<file path="src/rtl/cnn_crop_scheduler.sv">
// rtl/cnn_crop_scheduler.sv - Crop sequencer driving the CNN core over a stored frame
// One core pass per crop: start pulse, raster window stream, per-channel capture, packed result.
module cnn_crop_scheduler #(
  parameter int FP_TOTAL = 16,
  parameter int IN_ROWS  = 100,
  parameter int IN_COLS  = 160,
  parameter int OUT_ROWS = 48,
  parameter int OUT_COLS = 48,
  parameter int NUM_OUT  = 5,
  parameter int ADDR_W   = 14,
  parameter int Y_W      = 7,
  parameter int X_W      = 8
) (
  input  logic                        ap_clk,
  input  logic                        ap_rst_n,
  input  logic [Y_W-1:0]              crop_y,
  input  logic [X_W-1:0]              crop_x,
  input  logic                        crop_valid,
  output logic                        crop_ready,
  output logic                        mem_rd_en,
  output logic [ADDR_W-1:0]           mem_addr,
  input  logic [FP_TOTAL-1:0]         mem_rd_data,
  output logic                        cnn_ap_start,
  input  logic                        cnn_ap_done,
  output logic [FP_TOTAL-1:0]         cnn_in_TDATA,
  output logic                        cnn_in_TVALID,
  input  logic                        cnn_in_TREADY,
  input  logic [NUM_OUT*FP_TOTAL-1:0] cnn_out_TDATA,
  input  logic [NUM_OUT-1:0]          cnn_out_TVALID,
  output logic [NUM_OUT-1:0]          cnn_out_TREADY,
  output logic [NUM_OUT*FP_TOTAL-1:0] res_data,
  output logic                        res_clamped,
  output logic                        res_valid,
  input  logic                        res_ready,
  output logic                        busy
);

  localparam int TOTAL = OUT_ROWS * OUT_COLS;
  localparam int R_W   = $clog2(OUT_ROWS + 1);
  localparam int C_W   = $clog2(OUT_COLS);
  localparam int N_W   = $clog2(TOTAL + 1);
  localparam logic [Y_W-1:0]    Y_MAX      = Y_W'(IN_ROWS - OUT_ROWS);
  localparam logic [X_W-1:0]    X_MAX      = X_W'(IN_COLS - OUT_COLS);
  localparam logic [N_W-1:0]    N_TOTAL    = N_W'(TOTAL);
  localparam logic [N_W-1:0]    N_LAST     = N_W'(TOTAL - 1);
  localparam logic [C_W-1:0]    C_LAST     = C_W'(OUT_COLS - 1);
  localparam logic [ADDR_W-1:0] ROW_STRIDE = ADDR_W'(IN_COLS);

  typedef enum logic [2:0] {
    S_IDLE,
    S_START,
    S_STREAM,
    S_COLLECT,
    S_RESULT
  } state_t;

  state_t                      state_q, state_d;
  logic [Y_W-1:0]              y0_q, y0_d;
  logic [X_W-1:0]              x0_q, x0_d;
  logic                        clamped_q, clamped_d;
  logic [R_W-1:0]              r_q, r_d;
  logic [C_W-1:0]              c_q, c_d;
  logic [N_W-1:0]              issued_q, issued_d;
  logic [N_W-1:0]              accepted_q, accepted_d;
  logic                        inflight_q, inflight_d;
  logic [FP_TOTAL-1:0]         fifo0_q, fifo0_d;
  logic [FP_TOTAL-1:0]         fifo1_q, fifo1_d;
  logic                        wr_ptr_q, wr_ptr_d;
  logic                        rd_ptr_q, rd_ptr_d;
  logic [1:0]                  cnt_q, cnt_d;
  logic [NUM_OUT-1:0]          got_q, got_d;
  logic                        done_seen_q, done_seen_d;
  logic [NUM_OUT*FP_TOTAL-1:0] res_buf_q, res_buf_d;

  logic [FP_TOTAL-1:0] fifo_head;
  logic                pop;
  logic [2:0]          occ_next;
  logic [ADDR_W-1:0]   addr_calc;
  logic                cap_state;
  logic [NUM_OUT-1:0]  cap;

  assign addr_calc = (ADDR_W'(y0_q) + ADDR_W'(r_q)) * ROW_STRIDE
                   + ADDR_W'(x0_q) + ADDR_W'(c_q);

  always_comb begin
    state_d     = state_q;
    y0_d        = y0_q;
    x0_d        = x0_q;
    clamped_d   = clamped_q;
    r_d         = r_q;
    c_d         = c_q;
    issued_d    = issued_q;
    accepted_d  = accepted_q;
    inflight_d  = 1'b0;
    fifo0_d     = fifo0_q;
    fifo1_d     = fifo1_q;
    wr_ptr_d    = wr_ptr_q;
    rd_ptr_d    = rd_ptr_q;
    cnt_d       = cnt_q;
    got_d       = got_q;
    done_seen_d = done_seen_q;
    res_buf_d   = res_buf_q;

    busy         = (state_q != S_IDLE);
    crop_ready   = (state_q == S_IDLE) && ap_rst_n;
    cnn_ap_start = (state_q == S_START);
    res_valid    = (state_q == S_RESULT);
    res_data     = res_valid ? res_buf_q : '0;
    res_clamped  = res_valid && clamped_q;

    fifo_head     = rd_ptr_q ? fifo1_q : fifo0_q;
    cnn_in_TVALID = (cnt_q != 2'd0);
    cnn_in_TDATA  = cnn_in_TVALID ? fifo_head : '0;
    pop           = cnn_in_TVALID && cnn_in_TREADY;

    // Occupancy after this cycle's pop plus the read already in flight; the pop
    // credit is what lets the stream sustain one pixel per cycle.
    occ_next  = {1'b0, cnt_q} + {2'b00, inflight_q} - {2'b00, pop};
    mem_rd_en = (state_q == S_STREAM) && (occ_next < 3'd2) && (issued_q < N_TOTAL);
    mem_addr  = mem_rd_en ? addr_calc : '0;

    if (mem_rd_en) begin
      issued_d = issued_q + N_W'(1);
      if (c_q == C_LAST) begin
        c_d = '0;
        r_d = r_q + R_W'(1);
      end else begin
        c_d = c_q + C_W'(1);
      end
    end
    inflight_d = mem_rd_en;

    if (inflight_q) begin
      if (wr_ptr_q) fifo1_d = mem_rd_data;
      else          fifo0_d = mem_rd_data;
      wr_ptr_d = ~wr_ptr_q;
    end
    if (pop) begin
      rd_ptr_d   = ~rd_ptr_q;
      accepted_d = accepted_q + N_W'(1);
    end
    cnt_d = cnt_q + {1'b0, inflight_q} - {1'b0, pop};

    cap_state      = (state_q == S_STREAM) || (state_q == S_COLLECT);
    cnn_out_TREADY = cap_state ? ~got_q : '0;
    cap            = cnn_out_TVALID & cnn_out_TREADY;
    for (int k = 0; k < NUM_OUT; k++) begin
      if (cap[k]) res_buf_d[k*FP_TOTAL +: FP_TOTAL] = cnn_out_TDATA[k*FP_TOTAL +: FP_TOTAL];
    end
    got_d = got_q | cap;

    // Done can land before, during or after output capture, so it is sticky.
    if (busy && cnn_ap_done) done_seen_d = 1'b1;

    case (state_q)
      S_IDLE: begin
        if (crop_valid && crop_ready) begin
          y0_d      = (crop_y > Y_MAX) ? Y_MAX : crop_y;
          x0_d      = (crop_x > X_MAX) ? X_MAX : crop_x;
          clamped_d = (crop_y > Y_MAX) || (crop_x > X_MAX);
          state_d   = S_START;
        end
      end
      S_START: begin
        r_d        = '0;
        c_d        = '0;
        issued_d   = '0;
        accepted_d = '0;
        state_d    = S_STREAM;
      end
      S_STREAM: begin
        if (pop && (accepted_q == N_LAST)) state_d = S_COLLECT;
      end
      S_COLLECT: begin
        if ((&got_d) && (done_seen_q || cnn_ap_done)) state_d = S_RESULT;
      end
      S_RESULT: begin
        if (res_ready) begin
          got_d       = '0;
          done_seen_d = 1'b0;
          state_d     = S_IDLE;
        end
      end
      default: state_d = S_IDLE;
    endcase
  end

  always_ff @(posedge ap_clk or negedge ap_rst_n) begin
    if (!ap_rst_n) begin
      state_q     <= S_IDLE;
      y0_q        <= '0;
      x0_q        <= '0;
      clamped_q   <= 1'b0;
      r_q         <= '0;
      c_q         <= '0;
      issued_q    <= '0;
      accepted_q  <= '0;
      inflight_q  <= 1'b0;
      fifo0_q     <= '0;
      fifo1_q     <= '0;
      wr_ptr_q    <= 1'b0;
      rd_ptr_q    <= 1'b0;
      cnt_q       <= '0;
      got_q       <= '0;
      done_seen_q <= 1'b0;
      res_buf_q   <= '0;
    end else begin
      state_q     <= state_d;
      y0_q        <= y0_d;
      x0_q        <= x0_d;
      clamped_q   <= clamped_d;
      r_q         <= r_d;
      c_q         <= c_d;
      issued_q    <= issued_d;
      accepted_q  <= accepted_d;
      inflight_q  <= inflight_d;
      fifo0_q     <= fifo0_d;
      fifo1_q     <= fifo1_d;
      wr_ptr_q    <= wr_ptr_d;
      rd_ptr_q    <= rd_ptr_d;
      cnt_q       <= cnt_d;
      got_q       <= got_d;
      done_seen_q <= done_seen_d;
      res_buf_q   <= res_buf_d;
    end
  end

endmodule

</file>
<file path="config.mk">
export PLATFORM = sky130hd
export DESIGN_NAME = cnn_crop_scheduler
export DESIGN_NICKNAME = d
export VERILOG_FILES = /design/src/rtl/cnn_crop_scheduler.sv
export SDC_FILE = /design/constraint.sdc
export NUM_CORES = 1
export LEC_CHECK = 0
export BUFFER_PORTS_ARGS = -buffer_cell sky130_fd_sc_hd__buf_2
export CAP_MARGIN = 20
export CORE_UTILIZATION = 57
export DETAILED_ROUTE_END_ITERATION = 8
export GPL_TIMING_DRIVEN = 0
export PLACE_DENSITY = 0.95
export SYNTH_ARGS = -nofsm -noshare
export SYNTH_HDL_FRONTEND = slang
export SYNTH_SLANG_ARGS = --single-unit
</file>
<file path="constraint.sdc">
create_clock -name ap_clk -period 9.8 [get_ports ap_clk]
set_clock_uncertainty 0.15 [all_clocks]
set_input_delay 1.47 -clock ap_clk [delete_from_list [all_inputs] [get_ports ap_clk]]
set_output_delay 1.47 -clock ap_clk [all_outputs]
set_load 0.01 [all_outputs]
</file>
# == Word level (Yosys, flattened, before mapping) ==
# Cells that the tools add are included.
# Widths: inputs -> output; s select.
# totals
in_bits,122
regBits,178
# classes
add_sub_neg,11
mul,1
n_eq_ne,10
bitwise_logic,5
mux,27
reduce_logical,24
n_lt_le_gt_ge,4
# ops
operator,count
$mux 80,1
$mux 12,4
$mux 6,6
$mux 16,2
$add 12x1->12 const B,2
$mux 5,3
$pmux 3 s5,1
$add 14x6->14,1
$add 14x8->14,1
$mux 14,1
$add 6x1->6 const B,2
$eq 12x12->1 const B,1
$lt 12x12->1 const B,1
$mux 3,4
$logic_and 1x1->1,9
$mul 8x3->9 const B,1
$add 7x6->8,1
$gt 8x7->1 const B,1
$mux 8,1
$ne 2x1->1 const B,4
$reduce_and 2->1,4
$reduce_bool 2->1,4
$gt 7x6->1 const B,1
$mux 7,1
other kinds (19),25

# == Depth between registers and ports, before layout ==
# depth
depth_word,9
depth_mapped,14
depth_no_buf,14

# == Worst setup path before layout ==
# OpenSTA, ideal clock, no wires.
# synth_path
path_type,input -> output
start,in cnn_in_TREADY
end,out mem_addr[13]
path_slack_ps,4384
cell_stages,13
required_ps,8180
t_arrival_ps,3796
path_buffers,1
path_cell_list,o21ai_1 inv_1 ha_1 inv_1 ha_1 inv_1 fa_1 and2b_1 nand4_4 clkinv_2 buf_2 nand4_1 mux2i_1
# synth_via
elab_chain_len,6
# synth_rtl
item,line_no,source
from (decl),27,"input logic cnn_in_TREADY,"
$logic_and 1x1->1,114,pop = cnn_in_TVALID && cnn_in_TREADY;
named net pop,76,logic pop;
$sub 3x1->3,118,"occ_next = {1'b0, cnt_q} + {2'b00, inflight_q} - {2'b00, pop};"
$lt 3x2->1,119,mem_rd_en = (state_q == S_STREAM) && (occ_next < 3'd2) && (issued_q < N_TOTAL);
$logic_and 1x1->1 (2 in a row),119,
named net mem_rd_en,20,"output logic mem_rd_en,"
$mux 14,120,mem_addr = mem_rd_en ? addr_calc : '0;
to (decl),21,"output logic [ADDR_W-1:0] mem_addr,"
# The timed path passes the listed nets, and every way through them passes these cells.

# == Final worst setup path ==
# layout_path
start,in cnn_in_TREADY
end,out mem_addr[13]
# layout_via
elab_chain_len,6
# layout_rtl
item,line_no
$logic_and 1x1->1,114
named net pop,76
$sub 3x1->3,118
$lt 3x2->1,119
$logic_and 1x1->1 (2 in a row),119
$mux 14,120
# The timed path passes the listed nets, and every way through them passes these cells.

==> metrics.cfg <==
[logic_synthesis]
yosysTopAreaCell = dfrtp_1
synthMuxAreaShare_pct = 16.0
synthAdderAreaFrac_pct = 6.05
synth.area.top_cells = dfrtp_1 49%, mux2_2 14%, and2_1 6.3%, ha_1 4.9%, nor2_1 3.0%
yosys.area_share.simple_pct = 15.6
synth_common_cells = 178 x dfrtp_1, 113 x mux2_2, 91 x and2_1
yosys_warnings = 0
synth_compound_area_share_pct = 5.80
synth_edf_count = 0
async_flop_share_pct = 100
syn_nets = 978
synth_top_area_share_pct = 48.9
synth-seq-cells = 178
synthXorXnorAreaFrac_pct = 4.62
ys.flop_type = dfrtp_1
yosysUniqueCellTypes = 52
yosysMostFrequentCell = dfrtp_1
syn_area_sq_um = 9100
syn_inst = 815
avgSynthCellArea_sq_um = 11.2
seq_area_frac_synth_pct = 48.9
synth_top_family_by_area = multiplexers

[power_and_ir_drop]
vdd_drop_max_uv = 214
power_switching_share_pct = 36.7
power_frac_comb_pct = 39.3
p_per_area_nw_per_um2 = 274
cell_internal_pwr_uw = 1940
p_switching_uw = 1130
p_leak_uw = 0.00575
clockPowerShare_pct = 21.4
p_seq_share_pct = 39.3

[finish]
nets = 1241
area_delta_synth_final_pct = 23.0
layoutNonFillerInstCount = 1303
fill_cells = 1057
drive_gt1_share_pct = 38.2
final_area_sq_um = 11200

[placement]
place_congestion = 0.813
post-dp-hpwl_mm = 16.5
placed_cell_area_sq_um = 10600
portBuffers = 243
place_inst = 1270

[cts]
ctsHoldBuffers = 0
path_clk_slew_ns = 0.07
cts_tree = built
post_cts_buffers = 0
clkLatencyLatePin_ns = 0.43
htree_levels = 4
cts_root_buf = clkbuf_16
clkSinkCount = 178
cts_resized = 0
cts_made_buffers = 17
cts.path.max_buffers = 2

[setup_path]
cp-end-kind = output port
reg2reg_slack_ns = 6.11
r2r_cells = 13
critPathArrivalTime_ns = 4.41
critPathMaxStageDelay_ns = 0.39
crit_required_ns = 8.18
cpMaxStageDelayCell = fa_1
r2r_end = c_q[4]
path_cells = buf_2 > o21ai_1 > inv_1 > ha_1 > inv_1 > ha_1 > inv_1 > fa_1 > xnor2_1 > nand4_4 > clkinv_2 > buf_2 > nand4_1 > mux2i_1 > buf_2
path_buf_inv = 7
crit_type = in2out
crit_family = buffers and inverters
timing.rr.start = cnt_q[1]
cp_max_fo = 11
startpoint_type = input pin

[routing]
ant_nets = 0
dr.pass1.iters = 5
wl_per_cell_um = 17.1
first_iter_violations = 400
drc_errors = 0
vias = 7090
postRouteWirelength_mm = 22.3
viasPerCell = 5.44

[grt]
grt.overflow.total = 0
grt_pass1_wl_mm = 35.2
grt_start_max_net_pins = 131
grt_pass1_vias = 7225
gr-usage-all-layers_pct = 27.8
antenna_found_initial = 1

[die]
die_x_um = 128
io_pins = 244
die_height_um = 128
die_area_sq_um = 16500
coreArea_sq_um = 15400
rows = 45
start_util_pct = 59.2

[min_path]
hold_start = y0_q[5]
worstHoldPathCells = 2
holdPathEnd = y0_q[5]
hp-class = reg2reg

[sta]
hold_viol_final = 0
fin_crit_ns = 6.03
finalMaxSlewViolations = 0
period_share_pct = 61.5
final.setup.tns_ns = 0
grt_setup_unrepaired = false
clock.fmax_mhz = 166
setup_viol_count_final = 0
worst_pin_slew_ns = 0.986
relSlewSlack_pct = 34.0

[run]
maxCapViolCount = 0

[outcome]
status = completed

==> metal layers <==
layer	vias to the layer above	share of wire, %	track usage [%]
met5	-	0	0
li1	3301	-	-
met1	3444	40	33.6
met4	0	2.5	11.4
met2	293	51	48.3
met3	52	6.4	6.28
==> layout by cell type, fill, tap and decap left out, types with 2 or more instances in the layout <==
cell type	n
a211oi_1	2
a21o_1	9
a21oi_1	30
a22o_1	7
a31oi_1	3
and2_1	91
and3_1	4
buf_1	3
buf_2	251
buf_4	7
buf_6	3
clkbuf_1	13
clkbuf_16	17
clkinv_4	4
clkinvlp_4	2
dfrtp_1	178
fa_1	5
ha_1	36
inv_1	22
inv_6	5
inv_8	3
mux2_2	113
mux2i_1	18
nand2_1	44
nand2b_1	3
nand3_1	16
nand4_1	8
nor2_1	73
nor2b_1	7
nor3_1	13
o21ai_0	21
o21bai_1	2
or3_1	4
xnor2_1	22
xor2_1	26
==> worst max path at each step <==
stage	from	endpoint	slack [ns]	depth (start not counted)
6_report	cnn_in_TREADY	mem_addr[13]	3.77	15
5_1_grt	cnn_in_TREADY	mem_addr[13]	3.50	15
4_1_cts	cnn_in_TREADY	mem_addr[13]	3.74	15
3_5_place_dp	cnn_in_TREADY	mem_addr[13]	3.81	15
2_1_floorplan	cnn_in_TREADY	mem_addr[13]	4.38	13
3_3_place_gp	ap_rst_n	crop_ready	3.21	3
==> worst min-delay path: stages (launching register included) <==
cell and delay [ns]:
dfrtp_1 0.36, nand2_1 0.05, nand2_1 0.05
==> sequential cells by signal (all words and copies together) (netlist names) <==
name / cells
fifo1_q: 16
r_q: 6
state_q: 3
rd_ptr_q: 1
c_q: 6
cnt_q: 2
accepted_q: 12
y0_q: 7
issued_q: 12
wr_ptr_q: 1
x0_q: 8
got_q: 5
fifo0_q: 16
clamped_q: 1
done_seen_q: 1
res_buf_q: 80
inflight_q: 1
==> area by class of cell <==
type | count | area (sq um) | share of cell area, %
buffer | 35 | 191 | 1.71
sequential | 178 | 4450 | 39.8
tap | 211 | 264 | 2.36
multi-input combinational | 579 | 4370 | 39.1
clock inverter | 15 | 144 | 1.29
antenna | 1 | 2.50 | 0.0224
timing repair buffer | 244 | 1250 | 11.2
inverter | 23 | 87.6 | 0.782
clock buffer | 17 | 425 | 3.80
==> power by group through the flow <==
stage	sequential [uW]	clock (uW)	combinational [uW]
floorplan	1150	0	870
global placement	1180	0	1140
detailed placement	1210	0	1200
CTS	1200	664	1220
global route	1240	694	1330
finish	1210	656	1210
==> cell families after synthesis <==
logic type	after synthesis
fa+ha+maj	41
flops	178
simple gates	274
xor+xnor	48
compound gates	85
mux	131
buf+inv	58
==> through the flow <==
stage          total power [uW]  setup slack (ns)  utilization, %  hold WS (ns)
2_1_floorplan              2020              4.38               -         0.295
3_3_place_gp               2320              3.21            68.8         0.311
3_5_place_dp               2410              3.81            69.1         0.319
4_1_cts                    3080              3.74            72.8         0.339
5_1_grt                    3260              3.50            72.8         0.357
6_report                   3070              3.77            72.8         0.340
No activity file was read; power rests on OpenSTA's default activity.
